File: src/rtl/meter_pkg.sv
// Shared definitions for the band meter sequencer.
//  - default bank geometry and scaling constants
//  - sequencer state encoding
//  - band-index width helper
package meter_pkg;

  localparam int DEF_NUM_BANDS   = 7;
  localparam int DEF_PW          = 11;
  localparam int DEF_HW          = 8;
  localparam int DEF_SHIFT       = 2;
  localparam int DEF_HOLD_FRAMES = 30;
  localparam int DEF_DECAY_STEP  = 4;

  typedef enum logic [1:0] {
    ST_IDLE = 2'd0,
    ST_LOAD = 2'd1,
    ST_EMIT = 2'd2
  } state_e;

  // Width of a band index; never zero, even for a single-band bank.
  function automatic int band_w(input int n);
    return (n > 1) ? $clog2(n) : 1;
  endfunction

endpackage

File: src/rtl/meter_peak_hold.sv
// Peak-hold with timed decay for a single band.
// Ports:
//  clk, reset  clock and asynchronous active-low reset
//  lvl         scaled level of the band being loaded
//  load        this band is loaded into the output regs this cycle
//  frame_tick  one pulse per display frame; advances hold / decay
//  peak        current peak-hold value
module meter_peak_hold
  import meter_pkg::*;
#(
  parameter int HW          = DEF_HW,
  parameter int HOLD_FRAMES = DEF_HOLD_FRAMES,
  parameter int DECAY_STEP  = DEF_DECAY_STEP
) (
  input  logic          clk,
  input  logic          reset,
  input  logic [HW-1:0] lvl,
  input  logic          load,
  input  logic          frame_tick,
  output logic [HW-1:0] peak
);

  localparam int CW = $clog2(HOLD_FRAMES + 1);

  logic [HW-1:0] peak_q, peak_d;
  logic [CW-1:0] hold_q, hold_d;

  // NOTE: sequential state uses non-blocking assignments so every register
  // samples pre-edge values; blocking here would create order-dependent races.
  always_ff @(posedge clk or negedge reset) begin
    if (!reset) begin
      peak_q <= '0;
      hold_q <= '0;
    end else begin
      peak_q <= peak_d;
      hold_q <= hold_d;
    end
  end

  // A load on the same cycle as a frame_tick takes priority; the tick is
  // dropped for this band only.
  always_comb begin
    // NOTE: defaults first so every path assigns both outputs (no latches).
    peak_d = peak_q;
    hold_d = hold_q;
    if (load) begin
      if (lvl >= peak_q) begin
        peak_d = lvl;
        hold_d = CW'(HOLD_FRAMES);
      end
    end else if (frame_tick) begin
      if (hold_q != '0) begin
        hold_d = hold_q - CW'(1);
      end else begin
        peak_d = (peak_q > HW'(DECAY_STEP)) ? peak_q - HW'(DECAY_STEP) : '0;
      end
    end
  end

  assign peak = peak_q;

endmodule

File: src/rtl/band_meter_sequencer.sv
// Snapshots the filter bank's band powers on each power-window update, scales
// each band to a bar level, maintains per-band peak-hold, and streams one
// {band, level, peak} beat per band to the renderer over valid/ready.
// Ports:
//  clk, reset     clock and asynchronous active-low reset
//  enable         gates acceptance of power_update while idle
//  power_bus      band b power at [b*PW +: PW]
//  power_update   strobe: new power window complete
//  frame_tick     strobe per display frame (hold/decay timing)
//  out_valid/out_ready            beat handshake
//  out_band/out_level/out_peak    beat payload; out_last marks the final band
//  busy           sequencer not idle
//  overrun        pulse: an update was dropped because the sequencer was busy
module band_meter_sequencer
  import meter_pkg::*;
#(
  parameter int NUM_BANDS   = DEF_NUM_BANDS,
  parameter int PW          = DEF_PW,
  parameter int HW          = DEF_HW,
  parameter int SHIFT       = DEF_SHIFT,
  parameter int HOLD_FRAMES = DEF_HOLD_FRAMES,
  parameter int DECAY_STEP  = DEF_DECAY_STEP
) (
  input  logic                          clk,
  input  logic                          reset,
  input  logic                          enable,
  input  logic [NUM_BANDS*PW-1:0]       power_bus,
  input  logic                          power_update,
  input  logic                          frame_tick,
  output logic                          out_valid,
  input  logic                          out_ready,
  output logic [band_w(NUM_BANDS)-1:0]  out_band,
  output logic [HW-1:0]                 out_level,
  output logic [HW-1:0]                 out_peak,
  output logic                          out_last,
  output logic                          busy,
  output logic                          overrun
);

  localparam int BW      = band_w(NUM_BANDS);
  localparam int LVL_MAX = (2 ** HW) - 1;

  state_e        state_q, state_d;
  logic [PW-1:0] snap_q [NUM_BANDS];
  logic [BW-1:0] idx_q;     // band currently held in the output regs

  logic          out_valid_q, out_last_q, overrun_q;
  logic [BW-1:0] out_band_q;
  logic [HW-1:0] out_level_q, out_peak_q;

  logic          accept, load_en, handshake, at_last;
  logic [BW-1:0] load_idx;
  logic [PW-1:0] load_shr;
  logic [HW-1:0] load_lvl, load_peak;
  logic [HW-1:0] peak_w [NUM_BANDS];

  // ---------------- FSM: state register ----------------
  always_ff @(posedge clk or negedge reset) begin
    if (!reset) state_q <= ST_IDLE;
    else        state_q <= state_d;
  end

  // ---------------- FSM: next state ----------------
  always_comb begin
    state_d = state_q;
    unique case (state_q)
      ST_IDLE: if (power_update && enable) state_d = ST_LOAD;
      ST_LOAD: state_d = ST_EMIT;
      ST_EMIT: if (handshake && at_last) state_d = ST_IDLE;
      default: state_d = ST_IDLE;
    endcase
  end

  // ---------------- FSM: outputs / control ----------------
  always_comb begin
    busy      = (state_q != ST_IDLE);
    handshake = out_valid_q && out_ready;
    at_last   = (idx_q == BW'(NUM_BANDS - 1));
    accept    = (state_q == ST_IDLE) && power_update && enable;
    // LOAD presents band 0; each accepted non-final beat presents the next band.
    load_en   = (state_q == ST_LOAD) || ((state_q == ST_EMIT) && handshake && !at_last);
    load_idx  = (state_q == ST_LOAD) ? idx_q : idx_q + BW'(1);
  end

  // ---------------- scaler and peak merge for the band being loaded ----------------
  always_comb begin
    load_shr  = snap_q[load_idx] >> SHIFT;
    load_lvl  = (load_shr > PW'(LVL_MAX)) ? HW'(LVL_MAX) : load_shr[HW-1:0];
    // The beat reports the peak as it will be after this load.
    load_peak = (load_lvl >= peak_w[load_idx]) ? load_lvl : peak_w[load_idx];
  end

  for (genvar b = 0; b < NUM_BANDS; b++) begin : g_band
    meter_peak_hold #(
      .HW          (HW),
      .HOLD_FRAMES (HOLD_FRAMES),
      .DECAY_STEP  (DECAY_STEP)
    ) u_peak (
      .clk        (clk),
      .reset      (reset),
      .lvl        (load_lvl),
      .load       (load_en && (load_idx == BW'(b))),
      .frame_tick (frame_tick),
      .peak       (peak_w[b])
    );
  end

  // ---------------- snapshot and output registers ----------------
  always_ff @(posedge clk or negedge reset) begin
    if (!reset) begin
      // NOTE: the snapshot array is small, so it is reset like everything else;
      // no X can reach the scaler even if a load ever read a stale entry.
      for (int b = 0; b < NUM_BANDS; b++) snap_q[b] <= '0;
      idx_q       <= '0;
      out_valid_q <= 1'b0;
      out_last_q  <= 1'b0;
      out_band_q  <= '0;
      out_level_q <= '0;
      out_peak_q  <= '0;
      overrun_q   <= 1'b0;
    end else begin
      // Includes the final-handshake edge: state is still EMIT, so it drops.
      overrun_q <= power_update && busy;
      if (accept) begin
        for (int b = 0; b < NUM_BANDS; b++) snap_q[b] <= power_bus[b*PW +: PW];
        idx_q <= '0;
      end
      if (load_en) begin
        idx_q       <= load_idx;
        out_valid_q <= 1'b1;
        out_band_q  <= load_idx;
        out_level_q <= load_lvl;
        out_peak_q  <= load_peak;
        out_last_q  <= (load_idx == BW'(NUM_BANDS - 1));
      end else if (handshake && at_last) begin
        out_valid_q <= 1'b0;
        out_last_q  <= 1'b0;
      end
    end
  end

  assign out_valid = out_valid_q;
  assign out_last  = out_last_q;
  assign out_band  = out_band_q;
  assign out_level = out_level_q;
  assign out_peak  = out_peak_q;
  assign overrun   = overrun_q;

endmodule

File: config.mk
export PLATFORM = sky130hd
export DESIGN_NAME = band_meter_sequencer
export DESIGN_NICKNAME = d
export VERILOG_FILES = /design/src/rtl/meter_pkg.sv /design/src/rtl/meter_peak_hold.sv /design/src/rtl/band_meter_sequencer.sv
export SDC_FILE = /design/constraint.sdc
export NUM_CORES = 1
export LEC_CHECK = 0
export ABC_CLOCK_PERIOD_IN_PS = 5500
export CAP_MARGIN = 20
export CORE_MARGIN = 8
export CORE_UTILIZATION = 40
export CTS_CLUSTER_SIZE = 16
export DETAILED_ROUTE_END_ITERATION = 6
export PLACE_DENSITY_LB_ADDON = 0.2
export SLEW_MARGIN = 10
export SYNTH_ARGS = -nofsm -noshare
export SYNTH_HDL_FRONTEND = slang
export SYNTH_HIERARCHICAL = 1
export SYNTH_SLANG_ARGS = --single-unit
File: constraint.sdc
create_clock -name clk -period 5.5 [get_ports clk]
set_clock_uncertainty 0.05 [all_clocks]
set_input_delay 0.55 -clock clk [delete_from_list [all_inputs] [get_ports clk]]
set_output_delay 0.55 -clock clk [all_outputs]
set_load 0.01 [all_outputs]
== Word level (Yosys, flattened, before mapping) ==
Index checks and enable logic that the tools add are counted.

* Bits in writable memories: 0
* Memories: 0
* ROM bits: 0
* Logic and storage cells: 225
* Register bits: 195
* Bits in latches: 0

* Multipliers: 0
* Bitwise operators: 1
* Div/mod/pow operators: 0
* $add $sub $neg: 15
* Reductions and logical operators: 58
* Shift operators: 0
* Equal/unequal tests: 25
* Mux-type cells: 80
* Magnitude comparators: 17

{| class="wikitable"
|+ Operator list
! cell !! count
|-
| $mux W8 || 39
|-
| $mux W5 || 28
|-
| $ge A8 B8 Y1 || 8
|-
| $gt A8 B3 Y1 const B || 7
|-
| $sub A8 B3 Y8 const B || 7
|-
| $reduce_and A3 Y1 || 14
|-
| $reduce_bool A5 Y1 || 7
|-
| $sub A5 B1 Y5 const B || 7
|-
| $reduce_bool A2 Y1 || 17
|-
| $bmux W11 S3 || 1
|-
| $bmux W8 S3 || 1
|-
| $mux W11 || 2
|-
| $ne A2 B1 Y1 const B || 8
|-
| $ne A2 B2 Y1 const B || 8
|-
| $logic_and A1 B1 Y1 || 15
|-
| $eq A3 B3 Y1 const B || 4
|-
| $gt A9 B8 Y1 const B || 1
|-
| $mux W3 || 3
|-
| $eq A3 B2 Y1 const B || 2
|-
| $pmux W2 S3 || 1
|-
| $ge A4 B4 Y1 const B || 1
|-
| $mux W2 || 2
|-
| $not A3 Y4 || 1
|-
| $add A3 B1 Y3 const B || 1
|-
| 9 further kinds || 11
|}

== Depth between registers and ports, before layout ==
* Word-level depth: 11
* Depth in mapped cells: 20
* Gate-level depth less buffers: 16

== By module ==
The synthesis kept the hierarchy.

{| class="wikitable"
|+ Modules (own cells, without submodules)
! module !! cells an instance !! times used !! area an instance (µm²)
|-
| meter_peak_hold || 115 || 7 || 1094.8
|-
| band_meter_sequencer || 593 || 1 || 4984.8
|}

== Least setup slack after synthesis ==
Ideal clock, no wire load.

* Path kind: reg-to-reg
* Start: register idx_q[0]
* End: register out_peak_q[2] (netlist: out_peak[2])
* Stages on the path, launching flop included: 18
* Arrival time: 3.960 ns
* Library setup time: 0.123 ns
* Slack: 1.366 ns
* Data required time: 5.327 ns
* Cell sequence: dfrtp_1 > buf_4 > inv_2 > ha_1 > clkbuf_1 > nand2b_1 > o22ai_4 > and2_1 > buf_6 > a2111oi_2 > nand2_1 > ha_1 > and3_1 > a221oi_1 > o21ai_0 > nor2_1 > nand2_1 > o221a_1

* Cells in the longest elaborated chain, start to end: 10
* Elaborated cells on any way between the ends: 17
* Those cells by class: add/sub: 1; order compare: 2; eq/ne: 1; mux: 9; bitwise: 1; reduce/logical: 3

{| class="wikitable"
|+ RTL lines
! item !! line !! text
|-
| start: declaration || band_meter_sequencer.sv:45 || <nowiki>logic [BW-1:0] idx_q;</nowiki>
|-
| start signal: assignment || band_meter_sequencer.sv:129 || <nowiki>idx_q <= load_idx;</nowiki>
|-
| $add A3 B1 Y3 || band_meter_sequencer.sv:82 || <nowiki>load_idx = (state_q == ST_LOAD) ? idx_q : idx_q + BW'(1);</nowiki>
|-
| $mux W3 * || band_meter_sequencer.sv:82 ||
|-
| $not A3 Y4 (not written as such) * || band_meter_sequencer.sv:87 || <nowiki>load_shr = snap_q[load_idx] >> SHIFT;</nowiki>
|-
| $bmux W11 S3 * || band_meter_sequencer.sv:87 ||
|-
| $mux W11 (not written as such) * (2 in a row) || band_meter_sequencer.sv:87 ||
|-
| $gt A9 B8 Y1 || band_meter_sequencer.sv:88 || <nowiki>load_lvl = (load_shr > PW'(LVL_MAX)) ? HW'(LVL_MAX) : load_shr[HW-1:0];</nowiki>
|-
| $mux W8 * || band_meter_sequencer.sv:88 ||
|-
| net load_lvl[5] || band_meter_sequencer.sv:54 || <nowiki>logic [HW-1:0] load_lvl, load_peak;</nowiki>
|-
| $ge A8 B8 Y1 * || band_meter_sequencer.sv:90 || <nowiki>load_peak = (load_lvl >= peak_w[load_idx]) ? load_lvl : peak_w[load_idx];</nowiki>
|-
| $mux W8 * || band_meter_sequencer.sv:90 ||
|-
| end signal: assignment || band_meter_sequencer.sv:133 || <nowiki>out_peak_q <= load_peak;</nowiki>
|-
| end: declaration || band_meter_sequencer.sv:49 || <nowiki>logic [HW-1:0] out_level_q, out_peak_q;</nowiki>
|}

The timed path passes the listed nets; every way through them passes the cells marked *. The select of a mux whose other input is x is not followed.
A chain may end at the register's enable or synchronous reset.

== Worst setup path after layout ==
* Start: register idx_q[0]
* End: register out_peak_q[3] (netlist: out_peak[3])

Same word-level chain as after synthesis.

==> results by group <==
Die
  • Core region area: about 0.031 sq mm
  • # rows: 65
  • Die H: roughly 190 um
  • Full die area: ~0.038 sq mm
  • Initial core utilization: 40.4%
  • Ports: between 100 and 150
  • Die width: between 150 and 200 um

Clocking
  • Clock Sinks: about 180
  • Post-CTS setup buffer count: 0
  • Inserted Clock Buffers: 17
  • H-tree depth: 4
  • CTS tree: done
  • Clk root buf: clkbuf_16
  • Cts hold-fix bufs: 0
  • Post-CTS sizing: 0
  • Clk_lat worst skew: ~0.44 ns
  • CTS clk-pin slew, worst paths: roughly 0.070 ns
  • Largest buffer count on any clock path: 2

Synth
  • Post-Synthesis Cell Area: 0.0126 sq mm
  • Mean Syn Cell Area: 9.05 sq um
  • Commonest cells in the synthesized netlist: 319 x nand2_1, 181 x dfrtp_1, 94 x ha_1, 92 x nor2_1, 74 x inv_1
  • Most common cell in the netlist: nand2_1
  • Synth warnings: 6
  • Mapped Nets: between 1500 and 2000
  • #FFs+latches synth: around 180
  • FFs w/ async S/R, synth: 100%
  • Top cell type's share of synthesized area: a little over a third
  • Largest area contributor in the netlist: dfrtp_1
  • Cells after synthesis: ~1400
  • Unique masters post-synth: between 70 and 80
  • Top cells by area, synth: dfrtp_1 36%, nand2_1 9.5%, ha_1 9.3%
  • Ys flop type: dfrtp_1
  • Post-synth EDFFs: 0
  • Sequential area share after synthesis: between 30% and 40%

Route
  • Met3 routed WL: ~2200 um
  • Max Used Layer: met4
  • DRT met1 WL: around 17000 um
  • Routed Antenna Nets: 0
  • Met2 routed WL: ~16000 um
  • DR iter-0 viols: 950
  • Routed WL per cell: 19.3 um
  • Vias per cell: between 5 and 6
  • First-pass detailed-route iteration total: 6
  • Total wire length: ~37000 um
  • Residual DRC count: 0
  • Vias: between 10000 and 15000

Finish
  • P&R area growth vs syn: 14.9%
  • Non-Filler Instances: ~1900
  • Util after Layout: 46.4%
  • Fillers: ~3000
  • Ant. Diodes: 0
  • Layout cell share with drive strength beyond 1: 12.2%
  • NumNets Final: roughly 1700

Placed design
  • DPL Wire Length: approximately 26000 um
  • IO Port Bufs: 91
  • Placer's final routability congestion estimate: ~0.9
  • Placed Cells incl. Taps: roughly 1900

STA
  • Final setup vio count: 0
  • Sum of negative setup slack: 0 ns
  • Worst-margin pin slew: slightly below 0.9 ns
  • WHS: 0.0746 ns
  • Max_slew headroom: roughly two fifths
  • RSZ-0062 raised after global routing: false
  • Final hold violation count: 0
  • Final Cycle Share: between 80% and 90%
  • Max-slew violation count: 0
  • Period minus WS final: between 4 and 5 ns
  • Achievable Freq: between 200 and 250 MHz

Global route
  • Vias in the first global route: 10600
  • Total grt overflow: 0
  • Global-route usage over all layers: 19.2%
  • Largest net degree at the start of global routing: 78
  • Antenna violations before repair: 0
  • First-pass GRT wire length: slightly below 60000 um

Critical path
  • Critical path, cell by cell: inv_2 -> ha_1 -> nor2b_1 -> a22o_1 -> buf_4 -> nor2b_4 -> a2111oi_4 -> a21oi_4 -> nand2_1 -> ha_1 -> and3_1 -> a221oi_1 -> o21ai_0 -> nor2_1 -> nand2_1 -> o221a_1
  • RR Endpoint: out_peak[3]$_DFFE_PN0P_
  • Critical Path End Type: flop
  • Critical path data required time: 5.78 ns
  • CP Launch Type: flop
  • Critical path arrival: a little over 5 ns
  • Reg2Reg Depth: 16
  • RR Startpoint: idx_q[0]$_DFFE_PN0P_
  • CP max stage cell: nor2_1
  • Slowest stage delay, CP: slightly below 0.6 ns
  • Max FO, Critical Path: 19
  • Flop-to-flop setup slack: approximately 0.60 ns
  • Critical path class: reg -> reg

Status
  • Status: finished, final reports clean

Run
  • Number of max-cap violations: 0

Hold path
  • Hold WC Path Type: in -> async
## worst max-delay path by stage
| stage | start | end |
|---|---|---|
| 2_1_floorplan | idx_q[0]$_DFFE_PN0P_ | out_peak[2]$_DFFE_PN0P_ |
| 3_3_place_gp | idx_q[0]$_DFFE_PN0P_ | g_band[1].u_peak/peak[2]$_DFFE_PN0P_ |
| 3_5_place_dp | idx_q[0]$_DFFE_PN0P_ | g_band[1].u_peak/peak[2]$_DFFE_PN0P_ |
| 4_1_cts | idx_q[0]$_DFFE_PN0P_ | g_band[1].u_peak/peak[2]$_DFFE_PN0P_ |
| 5_1_grt | idx_q[0]$_DFFE_PN0P_ | out_peak[6]$_DFFE_PN0P_ |
| 6_report | idx_q[0]$_DFFE_PN0P_ | out_peak[3]$_DFFE_PN0P_ |
## per-stage QoR
stage          setup WS [ns]  cell area [sq um]
6_report               0.598              14500
5_1_grt                0.229              14500
4_1_cts                0.614              14500
3_5_place_dp           0.644              13900
3_3_place_gp           0.678              13900
2_1_floorplan           1.37              12600
## layout by cell type (no fill, tap or decap), types with 9 or more instances in the layout
cell type / instances
o311ai_0: 14
nand2b_1: 9
buf_4: 31
inv_1: 73
a2bb2oi_1: 14
and3_1: 17
a221oi_2: 15
clkbuf_16: 17
a32o_1: 21
a31oi_1: 35
o21ai_0: 30
nor2b_1: 11
nand3_1: 12
a22oi_1: 9
nor3_1: 49
a21oi_1: 57
o41ai_1: 14
a22o_2: 14
o22ai_1: 16
nor2_1: 92
dfrtp_1: 181
a21o_1: 15
nor4_1: 21
a2111oi_4: 13
nand2_1: 319
o21a_1: 22
ha_1: 94
clkdlybuf4s50_1: 90
## worst max-delay path, delay by kind of cell (launching register included)
family                     cells  cell delay, ns
adders and majority gates      2            0.95
and+or+nand+nor                6            1.76
buffers and inverters          2            0.40
DFF                            1            0.51
AOI/OAI and AO/OA              6            1.13
## final cells by class
cell class                 count  area (sq um)  area share [%]
clock buffer                  23           468            3.22
clock inverter                 9           103           0.706
inverter                      76           285            1.96
multi-input combinational   1077          7480            51.5
sequential                   181          4530            31.2
tap                          402           503            3.46
timing repair buffer         123          1170            8.03
## registers in the layout (all words and copies together) (netlist names)
name,cells
snap_q,63
g_band.u_peak/peak,56
g_band.u_peak/hold_q,35
out_level,8
out_peak,8
idx_q,3
out_band,3
state_q,2
out_last,1
out_valid,1
overrun,1
## kinds of logic after synthesis
logic type / count (synthesis) / synth area share (%)
AND/OR/NAND/NOR: 590 / 22.2
AO/OA/AOI/OAI: 383 / 26.5
flip-flops: 181 / 35.8
buffers and inverters: 140 / 5.17
adder cells (fa/ha/maj): 94 / 9.30
XOR/XNOR: 5 / 0.643
multiplexers: 5 / 0.415
## layer usage
layer	global-route usage, %	up-vias
met3	4.22	50
met4	7.02	0
met1	26.2	5221
li1	-	5311
met2	29.6	364
met5	0	-
Power is not shown: default switching activity piles up to over one toggle a cycle in this logic, so the estimate is an artifact.
